[config.mk]
export PLATFORM = sky130hd
export DESIGN_NAME = uart_rx_ctrl_flat
export DESIGN_NICKNAME = d
export VERILOG_FILES = /design/src/rtl/uart_pkg.sv /design/src/rtl/uart_rx_ctrl_if.sv /design/src/rtl/sync_2ff.sv /design/src/rtl/uart_rx_ctrl.sv /design/src/flat_wrapper.sv
export SDC_FILE = /design/constraint.sdc
export NUM_CORES = 1
export LEC_CHECK = 0
export CAP_MARGIN = 20
export CORE_ASPECT_RATIO = 1.1
export CORE_MARGIN = 3
export CORE_UTILIZATION = 49
export CTS_BUF_LIST = sky130_fd_sc_hd__clkbuf_8 sky130_fd_sc_hd__clkbuf_16
export DETAILED_ROUTE_END_ITERATION = 8
export PLACE_DENSITY = 0.84
export SYNTH_ARGS = -nofsm -noshare
export SYNTH_HDL_FRONTEND = slang
export SYNTH_SLANG_ARGS = --single-unit
[constraint.sdc]
create_clock -name clk -period 1.8 [get_ports clk]
set_input_delay 0.18 -clock clk [delete_from_list [all_inputs] [get_ports clk]]
set_output_delay 0.18 -clock clk [all_outputs]
set_load 0.05 [all_outputs]
[src/rtl/uart_pkg.sv]
// Shared UART receive definitions: FSM states, framing constants and the
// mid-bit helper used by the receive controller.
package uart_pkg;

  localparam int OVERSAMPLING_FACTOR = 16;
  localparam int DATA_BITS_DEF       = 8;

  // Tick index at which the centre of a bit is reached, counting from 0.
  function automatic int half_bit(input int osf);
    return osf / 2 - 1;
  endfunction

  localparam int HALF_BIT = half_bit(OVERSAMPLING_FACTOR);

  typedef enum logic [2:0] {
    IDLE,
    START,
    DATA,
    STOP,
    BREAK_WAIT
  } rx_state_e;

endpackage

[src/rtl/uart_rx_ctrl_if.sv]
// Receive-side bundle between the baud generator / serial line and the
// receive controller. The master side drives the strobe and line; the slave
// side (the controller) returns the received byte and status pulses.
interface uart_rx_ctrl_if #(
  parameter int DATA_BITS = 8
);

  logic                 sample_tick;
  logic                 rx;
  logic [DATA_BITS-1:0] rx_data;
  logic                 rx_done;
  logic                 frame_error;
  logic                 rx_busy;

  modport master (
    output sample_tick,
    output rx,
    input  rx_data,
    input  rx_done,
    input  frame_error,
    input  rx_busy
  );

  modport slave (
    input  sample_tick,
    input  rx,
    output rx_data,
    output rx_done,
    output frame_error,
    output rx_busy
  );

endinterface

[src/rtl/sync_2ff.sv]
// Generic two-flop synchroniser for a single asynchronous input.
module sync_2ff #(
  parameter logic RESET_VALUE = 1'b1
) (
  input  logic clk,
  input  logic rst,
  input  logic d,
  output logic q
);

  logic meta;

  // Two-stage capture of the asynchronous input.
  always_ff @(posedge clk) begin
    // NOTE: non-blocking assignments make meta and q sample pre-edge values,
    // giving two real flop stages instead of a single collapsed one.
    if (rst) begin
      meta <= RESET_VALUE;
      q    <= RESET_VALUE;
    end else begin
      meta <= d;
      q    <= meta;
    end
  end

endmodule

[src/rtl/uart_rx_ctrl.sv]
// UART receive controller: synchronises rx, qualifies the start bit at
// mid-bit, shifts data in LSB first on 16x oversampling ticks and checks the
// stop bit. A low stop bit parks the FSM until the line returns high.
module uart_rx_ctrl #(
  parameter int DATA_BITS           = uart_pkg::DATA_BITS_DEF,
  parameter int OVERSAMPLING_FACTOR = uart_pkg::OVERSAMPLING_FACTOR
) (
  input  logic           clk,
  input  logic           rst,
  uart_rx_ctrl_if.slave  bus
);

  import uart_pkg::*;

  localparam int TICK_W = $clog2(OVERSAMPLING_FACTOR);
  localparam int BIT_W  = $clog2(DATA_BITS + 1);

  localparam logic [TICK_W-1:0] TICK_LAST = TICK_W'(OVERSAMPLING_FACTOR - 1);
  localparam logic [TICK_W-1:0] TICK_MID  = TICK_W'(half_bit(OVERSAMPLING_FACTOR));
  localparam logic [BIT_W-1:0]  BIT_LAST  = BIT_W'(DATA_BITS - 1);

  rx_state_e            state;
  rx_state_e            next_state;
  logic                 rx_s;
  logic                 tick;
  logic [TICK_W-1:0]    tick_cnt;
  logic [BIT_W-1:0]     bit_cnt;
  logic [DATA_BITS-1:0] shift_reg;
  logic [DATA_BITS-1:0] rx_data_q;
  logic                 rx_done_q;
  logic                 frame_error_q;

  // Control strobes decoded from the state for the datapath.
  logic cnt_clear;
  logic cnt_inc;
  logic bit_clear;
  logic shift_en;
  logic frame_good;
  logic frame_bad;
  logic busy;

  assign tick = bus.sample_tick;

  sync_2ff #(.RESET_VALUE(1'b1)) u_rx_sync (
    .clk (clk),
    .rst (rst),
    .d   (bus.rx),
    .q   (rx_s)
  );

  // State register.
  always_ff @(posedge clk) begin
    if (rst) state <= IDLE;
    else     state <= next_state;
  end

  // Next-state decode; only start detection reacts to non-tick cycles.
  always_comb begin
    // NOTE: default assignment first so every path drives next_state and no
    // latch is inferred.
    next_state = state;
    unique case (state)
      IDLE:       if (!rx_s) next_state = START;
      START:      if (tick && tick_cnt == TICK_MID)
                    next_state = rx_s ? IDLE : DATA;
      DATA:       if (tick && tick_cnt == TICK_LAST && bit_cnt == BIT_LAST)
                    next_state = STOP;
      STOP:       if (tick && tick_cnt == TICK_LAST)
                    next_state = rx_s ? IDLE : BREAK_WAIT;
      BREAK_WAIT: if (tick && rx_s) next_state = IDLE;
      default:    next_state = IDLE;
    endcase
  end

  // Output and datapath-control decode.
  always_comb begin
    cnt_clear  = 1'b0;
    cnt_inc    = 1'b0;
    bit_clear  = 1'b0;
    shift_en   = 1'b0;
    frame_good = 1'b0;
    frame_bad  = 1'b0;
    busy       = (state != IDLE);
    unique case (state)
      IDLE:       cnt_clear = 1'b1;
      START: begin
        if (tick) begin
          if (tick_cnt == TICK_MID) begin
            cnt_clear = 1'b1;
            bit_clear = 1'b1;
          end else begin
            cnt_inc = 1'b1;
          end
        end
      end
      DATA: begin
        if (tick) begin
          if (tick_cnt == TICK_LAST) begin
            cnt_clear = 1'b1;
            shift_en  = 1'b1;
          end else begin
            cnt_inc = 1'b1;
          end
        end
      end
      STOP: begin
        if (tick) begin
          if (tick_cnt == TICK_LAST) begin
            cnt_clear  = 1'b1;
            frame_good = rx_s;
            frame_bad  = !rx_s;
          end else begin
            cnt_inc = 1'b1;
          end
        end
      end
      BREAK_WAIT: cnt_clear = 1'b1;
      default:    cnt_clear = 1'b1;
    endcase
  end

  // Counters, shift register, received byte and one-cycle status pulses.
  always_ff @(posedge clk) begin
    if (rst) begin
      tick_cnt      <= '0;
      bit_cnt       <= '0;
      shift_reg     <= '0;
      rx_data_q     <= '0;
      rx_done_q     <= 1'b0;
      frame_error_q <= 1'b0;
    end else begin
      rx_done_q     <= frame_good;
      frame_error_q <= frame_bad;

      if (cnt_clear)    tick_cnt <= '0;
      else if (cnt_inc) tick_cnt <= tick_cnt + TICK_W'(1);

      if (bit_clear)     bit_cnt <= '0;
      else if (shift_en) bit_cnt <= bit_cnt + BIT_W'(1);

      if (shift_en)   shift_reg <= {rx_s, shift_reg[DATA_BITS-1:1]};
      if (frame_good) rx_data_q <= shift_reg;
    end
  end

  assign bus.rx_data     = rx_data_q;
  assign bus.rx_done     = rx_done_q;
  assign bus.frame_error = frame_error_q;
  assign bus.rx_busy     = busy;

endmodule
[src/flat_wrapper.sv]
// flat-port wrapper written by rule: the top's interface ports become plain ports
module uart_rx_ctrl_flat import uart_pkg::*;
#(
  parameter int DATA_BITS           = uart_pkg::DATA_BITS_DEF,
  parameter int OVERSAMPLING_FACTOR = uart_pkg::OVERSAMPLING_FACTOR
)
  (clk, rst, bus_sample_tick, bus_rx, bus_rx_data, bus_rx_done, bus_frame_error, bus_rx_busy);
  uart_rx_ctrl_if #(.DATA_BITS(DATA_BITS)) bus_i ();
  input  logic clk;
  input  logic rst;
  input wire logic [$bits(bus_i.sample_tick)-1:0] bus_sample_tick;
  input wire logic [$bits(bus_i.rx)-1:0] bus_rx;
  output wire logic [$bits(bus_i.rx_data)-1:0] bus_rx_data;
  output wire logic [$bits(bus_i.rx_done)-1:0] bus_rx_done;
  output wire logic [$bits(bus_i.frame_error)-1:0] bus_frame_error;
  output wire logic [$bits(bus_i.rx_busy)-1:0] bus_rx_busy;
  assign bus_i.sample_tick = bus_sample_tick;
  assign bus_i.rx = bus_rx;
  assign bus_rx_data = bus_i.rx_data;
  assign bus_rx_done = bus_i.rx_done;
  assign bus_frame_error = bus_i.frame_error;
  assign bus_rx_busy = bus_i.rx_busy;
  uart_rx_ctrl #(.DATA_BITS(DATA_BITS), .OVERSAMPLING_FACTOR(OVERSAMPLING_FACTOR)) u_core (.clk(clk), .rst(rst), .bus(bus_i));
endmodule
Word level (Yosys, flattened, before mapping). Cells that the tools add are included.

Add/sub/neg operators: 2. Eq/ne operators: 12. Reduce and logical (&&, ||, !) cells: 12. Bitwise logic cells: 3. Multiplexer cells: 23.

Operators by type and width (number): 3-bit 2-to-1 mux (6); 3-bit case mux with 5 select lines (1); 1-bit 2-to-1 mux (13); 4-bit by 1-bit adder with 4-bit output, second input constant (2); 4-bit by 3-bit == test with 1-bit output, second input constant (2); 2-bit by 1-bit inequality test with 1-bit output, second input constant (4); 3-bit by 2-bit == test with 1-bit output, second input constant (2); 2-bit OR reduction (3); 5-bit AND reduction (1); 4-bit == test, second input constant (1); 1-bit logical AND (4); 1-bit case mux with 2 select lines (2); 4-bit OR reduction (1); 3-bit by 1-bit == test with 1-bit output, second input constant (1); 3-bit == test, second input constant (1); 3-bit zero test (1); 1-bit inverter (3); 3-bit nonzero test (1); 2-bit 2-to-1 mux (1); 2-bit inequality test, second input constant (1); 1-bit zero test (1).

Output and inout bits: 11. Input bits: 4. Register bits: 31. Logic and storage cells: 61.

Logic depth before layout (Yosys ltp).
Depth after elaboration: 5. Mapped depth: 7.

Hierarchy. Synthesis repeated with hierarchy kept, for this count alone.

Cells, all modules: 139. Area, all modules: 1321.3 um^2.

Modules (own cells, without submodules): uart_rx_ctrl (area an instance 1268.7 um^2, cells an instance 135, times used 1, sequential area each 580.6 um^2); sync_2ff (area an instance 52.6 um^2, cells an instance 4, times used 1, sequential area each 40.0 um^2).

Worst setup path after synthesis. Ideal clock, no wire load.

Path kind: register -> register. Start: reg u_core.tick_cnt[0]. End: reg u_core.state[0]. Setup time: 0.123 ns. Setup slack: 0.159 ns. Required time: 1.677 ns. Arrival time: 1.517 ns. Stages on the path, launching flop included: 6. Buffers on the path: 0. Cell sequence: dfxtp_1 ha_1 nand4_4 nor2b_1 a2111oi_2 mux2_1.

Word-level cells in the longest chain between the ends: 5. Elaborated cells between the ends (all ways): 9.

Ends and longest elaborated chain: from (decl) (RTL line uart_rx_ctrl.sv:26) `logic [TICK_W-1:0] tick_cnt;`; from (signal assigned) (RTL line uart_rx_ctrl.sv:136) `else if (cnt_inc) tick_cnt <= tick_cnt + TICK_W'(1);`; 4-bit == test (RTL line uart_rx_ctrl.sv:66, uart_rx_ctrl.sv:68); 1-bit logical AND (RTL line uart_rx_ctrl.sv:66, uart_rx_ctrl.sv:68); 1-bit logical AND (RTL line uart_rx_ctrl.sv:66) `DATA: if (tick && tick_cnt == TICK_LAST && bit_cnt == BIT_LAST)`; 2-bit by 1-bit inequality test with 1-bit output (no line); 5-bit AND reduction (no line) (*); to (signal assigned) (RTL line uart_rx_ctrl.sv:54) `else state <= next_state;`; to (decl) (RTL line uart_rx_ctrl.sv:22) `rx_state_e state;`.

Every way passes the cells marked *; elsewhere a longest branch is shown, timed or not. A chain may end at the register's enable or synchronous reset.

Worst setup path in the final report. Ends and elaborated chain as after synthesis.

==> impl_metrics.env <==
export IMPL_final_antenna_net_count=0
export IMPL_post_cts_buffers=0
export IMPL_layout_nets=167
export IMPL_die_h_um=61.2
export IMPL_required_ns=1.97
export IMPL_antenna_found_initial=0
export IMPL_initial_utilization=0.529
export IMPL_yosysTopAreaCellShare=0.457
export IMPL_path_max_fanout=5
export IMPL_syn_to_final_growth_pct=25.4
export IMPL_slew_headroom=0.666
export IMPL_hp_start="u_core.u_rx_sync.meta"
export IMPL_crit_path_end_kind="flip-flop"
export IMPL_grt_pass1_vias=1082
export IMPL_synth_main_ff_cell="dfxtp_1"
export IMPL_drt_iter0_drc=22
export IMPL_vias_per_cell=5.63
export IMPL_route_detailed_drc=0
export IMPL_numCtsBuffers=5
export IMPL_fin_crit_ns=1.70
export IMPL_path_cells="ha_2 > nand4b_1 > a2111oi_2 > mux2_1"
export IMPL_grt_max_degree=25
export IMPL_hold_viol_final=0
export IMPL_cts_tree="done"
export IMPL_netlist_instances=138
export IMPL_finalCritPeriodShare=0.943
export IMPL_clock_path_buffers=2
export IMPL_holdPathEnd="u_core.u_rx_sync.q"
export IMPL_instances_no_fill=193
export IMPL_start_kind="flip-flop"
export IMPL_worst_ep_arrival_time_ns=1.86
export IMPL_grt_overflow_total=0
export IMPL_seq_area_sq_um=622
export IMPL_grt_pass1_wl_mm=4.62
export IMPL_max_stage_delay_ns=0.41
export IMPL_path_clk_slew_ns=0.06
export IMPL_hp_class="reg2reg"
export IMPL_r2r_end="u_core.state[0]"
export IMPL_status="finished clean"
export IMPL_ys_top_cells_by_area="dfxtp_1 (46%), mux2i_1 (13%), nor2_1 (7.7%)"
export IMPL_clk_latency_ns=0.28
export IMPL_die_w_um=56.2
export IMPL_port_buffers=14
export IMPL_synthArstFlopShare=0
export IMPL_yosysTopAreaCell="dfxtp_1"
export IMPL_powerDensity_nw_per_um2=889
export IMPL_setup_viol_count_final=0
export IMPL_wirelength_mm=2.68
export IMPL_via_count=1086
export IMPL_yosysUniqueCellTypes=40
export IMPL_die_area_sq_um=3440
export IMPL_cts_sinks=31
export IMPL_crit_path_start="u_core.tick_cnt[0]"
export IMPL_critPathKind="reg2reg"
export IMPL_routedWlPerCell_um=13.9
export IMPL_core_sq_um=2570
export IMPL_worst_clock_skew_ns=0.00266
export IMPL_drv_cap=0
export IMPL_drive_above_1_share=0.198
export IMPL_fin_ws_ns=0.103
export IMPL_grt_usage=0.174
export IMPL_dr_pass1_iters=4
export IMPL_synth_area_sq_um=1360
export IMPL_reg2reg_from="u_core.tick_cnt[0]"
export IMPL_antennaDiodeCount=0
export IMPL_yosysWarnings=0
export IMPL_nFillCells=212
export IMPL_rr_worst_depth=4
export IMPL_dp_cells=185
export IMPL_max_freq_ghz=0.589
export IMPL_maxSlewViolCount=0
export IMPL_cts_root_buf="clkbuf_8"
export IMPL_ir_drop_uv=771
export IMPL_slowest_stage="a2111oi_2"
export IMPL_rsz0062_at_grt="false"
export IMPL_pre_cts_ws_ns=-0.0792
export IMPL_seq_area_frac_synth=0.457
export IMPL_min_path_cells=1
export IMPL_worst_pin_slew_ns=0.500
export IMPL_io_pins=15
export IMPL_synth_avg_cell_area_sq_um=9.85
export IMPL_hold_buffers=0
export IMPL_synth_edf_count=0
export IMPL_r2r_slack_ns=0.10
export IMPL_gp_congestion=0.788
export IMPL_p_leak_nw=0.611
export IMPL_synth_fp_nets=144
export IMPL_multi_input_area_sq_um=698
export IMPL_hpwl_mm=1.85
export IMPL_cts_max_level=2
export IMPL_placementRows=19
export IMPL_ys_seq_elements=31
-- critical path, delay by kind of cell (launching register included) --
family                   cells  cell delay (ns)
flip-flops                   1             0.37
AO/OA/AOI/OAI                1             0.41
multiplexers                 1             0.36
adder cells (fa/ha/maj)      1             0.26
AND/OR/NAND/NOR              1             0.18
-- layout make-up --
cell class,instances,area share
multi-input cells,97,0.410
flip-flops and latches,31,0.365
repair buffers,24,0.140
clock buffers,7,0.0565
well taps,31,0.0228
inverters,2,0.00441
clock inverters,1,0.00220
-- per-stage QoR --
step	util	power, mW	cell area [sq um]	setup TNS, ns	hold slack, ns
after global routing	0.664	1.58	1700	0	0.434
final	0.664	1.51	1700	0	0.413
after floorplan	-	0.883	1360	0	0.284
after global placement	0.621	0.919	1590	-0.000656	0.392
after detailed placement	0.621	0.930	1590	-0.126	0.401
after CTS	0.660	1.52	1690	0	0.419
-- cells in the mapped netlist (all sizes together) (2+ instances only) --
master / instances
dfxtp: 31
nor3: 4
xnor2: 2
nor2: 28
nand3: 4
nand2: 3
ha: 2
mux2i: 17
nor4: 5
inv: 2
a21oi: 3
nor3b: 2
o21ai: 2
nand2b: 2
or2: 2
or3: 2
clkbuf: 3
buf: 5
-- cells in the final DEF (no fill, tap or decap), types with 2 or more instances in the layout --
cell type        synthesis  final
nor4_1                   5      4
o21ai_0                  2      2
buf_12                   0      2
or3_1                    2      2
inv_1                    2      3
buf_4                    2      9
or2_2                    2      2
mux2i_1                 17     17
nand2_1                  3      3
nor3_1                   2      2
nor3b_1                  2      2
nand3_1                  4      4
dfxtp_1                 31     30
a21oi_1                  3      3
nor2_1                  28     28
clkdlybuf4s50_1          0     13
clkbuf_8                 0      7
nand2b_1                 2      2
xnor2_1                  2      2
-- kinds of logic after synthesis --
family	synth area share
simple gates	0.241
flops	0.457
mux	0.134
compound gates	0.0948
buf+inv	0.0359
xor+xnor	0.0193
fa+ha+maj	0.0184
-- report_power, final --
part / leakage, nW / internal, mW / switching [mW]
clock: 0.0557 / 0.343 / 0.252
sequential: 0.251 / 0.700 / 0.0356
combinational: 0.305 / 0.0774 / 0.107
total: 0.611 / 1.12 / 0.395
-- worst max path at each step --
stage	to	slack, ns	cells after the start
floorplan	u_core.state[0]	0.16	5
global placement	u_core.state[0]	-0.0007	5
detailed placement	u_core.state[0]	-0.08	5
CTS	u_core.bit_cnt[3]	0.02	7
global route	u_core.tick_cnt[3]	0.01	4
finish	u_core.state[0]	0.10	4
-- metal layers --
metal | vias up | global-route usage | part of all wire
met3 | 4 | 0.0629 | 0.050
met1 | 517 | 0.187 | 0.42
met2 | 26 | 0.306 | 0.51
li1 | 539 | - | -
met4 | 0 | 0.0949 | 0.019
met5 | - | 0 | 0
-- what timing repair did --
| action | in CTS | in global routing |
|---|---|---|
| gates resized for setup | 0 | 3 |
| hold endpoints to repair | 0 | 0 |
| endpoints found under the setup margin | 0 | 9 |
No activity file was read; power rests on OpenSTA's default activity.
==> RTL edit: new RTL, same flow settings <==
Set the package constant `DATA_BITS_DEF` to 16 (it was 8).
--- a/src/rtl/uart_pkg.sv
+++ b/src/rtl/uart_pkg.sv
@@ -3,7 +3,7 @@
 package uart_pkg;
 
   localparam int OVERSAMPLING_FACTOR = 16;
-  localparam int DATA_BITS_DEF       = 8;
+  localparam int DATA_BITS_DEF       = 16;
 
   // Tick index at which the centre of a bit is reached, counting from 0.
   function automatic int half_bit(input int osf);
Ports: changed (resized bus_rx_data); port bits go from 15 to 23. The function was not compared with the original's and may differ.
==> RTL edit against the original RTL <==
  * Synthesized cell count increased by 69%
  * Largest cell class is now flip-flops and latches
  * Routed wire length increased by 30%
  * Cell area up 35%
  * Sequential cell count up 17
  * Critical path type unchanged
  * Power up 12%
  * Worst setup slack better by 49 ps
  * Area after synthesis grew 42%
  * Sequential share of layout area increased by 5.3 points
  * Critical endpoint is now u_core.bit_cnt[4]$_SDFFE_PP0P_
==> RTL edit: results (changes against the original RTL) <==
timing:
  max_slew_margin_pct: 65.4  # -1.2 points
  finClkSkew_ps: 5.50  # +2.84 ps
detailed_routing:
  via_count: 1612  # +48%
  first_pass_iters: 4  # unchanged
  wirelength_um: 3500  # +30%
  vias_per_cell: 5.22  # -7.3%
  first_iter_violations: 129  # +490%
clock_network:
  clkTransAtPathRegs_ps: 80  # +20 ps
  clk_latency_ps: 290
  cts-root-buf: "clkbuf_8"
synth:
  ys_top_cells_by_area: "dfxtp_1 50%, nand2_1 14%, a21oi_1 9.9%"
  seq_area_frac_synth_pct: 49.9  # +4.3 points
  synth_ff_type: "dfxtp_1"
  synthDistinctLibCells: 37  # -7.5%
  syn_inst: 233  # +69%
  synth_common_cells: "71 x nand2_1, 48 x dfxtp_1, 38 x a21oi_1, 13 x nor2_1"
  syn-num-nets: 240  # +67%
final_layout:
  fillers: 307  # +45%
  drive_above_1_share_pct: 9.27  # -10 points
  num-nets-final: 266  # +59%
placed_design:
  io_buffers: 22  # +8
  dp_hpwl_um: 2530  # +37%
  dp.cells: 302  # +63%
  place_congestion: 0.816  # +3.6%
setup_path:
  required_ps: 1990  # +20 ps
  critical_path_peak_fanout: 11  # +6
global_routing:
  grt_usage_pct: 16.9  # -0.51 points
  grt_max_degree: 32  # +28%
  grt_pass1_vias: 1457  # +35%
  grt_pass1_wl_um: 6200  # +34%
power:
  p_leak_nw: 0.789  # +29%
  ir_drop_mv: 0.687  # -11%
outcome:
  status: "complete, no violations"
==> RTL edit: cell count changes after synthesis, moves of 3 or more <==
cell,delta
nand4_1,+3
nor4_1,-5
nand2_1,+68
nor2_1,-15
dfxtp_1,+17
a21oi_1,+35
mux2i_1,-15
==> RTL edit: critical path, cell delays in order (launching register included) <==
cell and delay [ps]:
dfxtp_1 510, or3b_1 430, a211oi_2 370, o22a_1 200
nor2_1 30
==> RTL edit: power breakdown <==
part	total, mW	internal, mW	switching, mW	leakage, nW
Clock	0.577	0.258	0.319	0.0452
Sequential	1.07	1.06	0.00494	0.387
Combinational	0.0553	0.0234	0.0319	0.357
==> RTL edit: cells by family (layout without fill, tap and decap cells) <==
group | count (synthesis) | after routing | share of synthesized area (%)
AOI/OAI and AO/OA | 49 | 49 | 14.8
and+or+nand+nor | 112 | 112 | 26.1
adders and majority gates | 3 | 3 | 1.95
muxes | 2 | 2 | 1.04
buffers and inverters | 16 | 42 | 4.42
DFF | 48 | 48 | 49.9
xor gates and xnor gates | 3 | 3 | 1.76
==> RTL edit: final cells by class <==
type                            count  area, um2  area share [%]
Multi-Input combinational cell    169        878            38.2
Timing Repair Buffer               33        313            13.6
Tap cell                           50       62.6            2.72
Inverter                            2       7.51           0.326
Clock inverter                      2       8.76           0.381
Sequential cell                    48        961            41.8
Clock buffer                        5       68.8            2.99
==> RTL edit: through the flow <==
| step | area [um2] | setup WS (ps) | utilization [%] | hold slack (ps) |
|---|---|---|---|---|
| 2_1_floorplan | 1920 | 193 | - | 284 |
| 3_3_place_gp | 2220 | 146 | 59.9 | 397 |
| 3_5_place_dp | 2220 | 111 | 59.9 | 426 |
| 4_1_cts | 2300 | 151 | 61.9 | 445 |
| 5_1_grt | 2300 | 38.6 | 61.9 | 462 |
| 6_report | 2300 | 152 | 61.9 | 437 |
==> RTL edit: routing by layer <==
metal,vias up,global-route usage (%),part of all wire (%)
met5,-,0,0
met4,0,5.99,1.9
met3,7,5.17,4.7
met2,35,29.5,51
met1,741,19.3,42
li1,829,-,-
==> RTL edit: path summary, 6_finish.rpt <==
check / start / end / slack [ps] / depth (start not counted)
setup / recovery: u_core.state[0]$_SDFFE_PP0P_ / u_core.bit_cnt[4]$_SDFFE_PP0P_ / 150 / 4
hold / removal: u_core.u_rx_sync.meta$_SDFF_PP1_ / u_core.u_rx_sync.q$_SDFF_PP1_ / 440 / 1
setup reg to reg: u_core.state[0]$_SDFFE_PP0P_ / u_core.bit_cnt[4]$_SDFFE_PP0P_ / 150 / 4
hold reg to reg: u_core.u_rx_sync.meta$_SDFF_PP1_ / u_core.u_rx_sync.q$_SDFF_PP1_ / 440 / 1
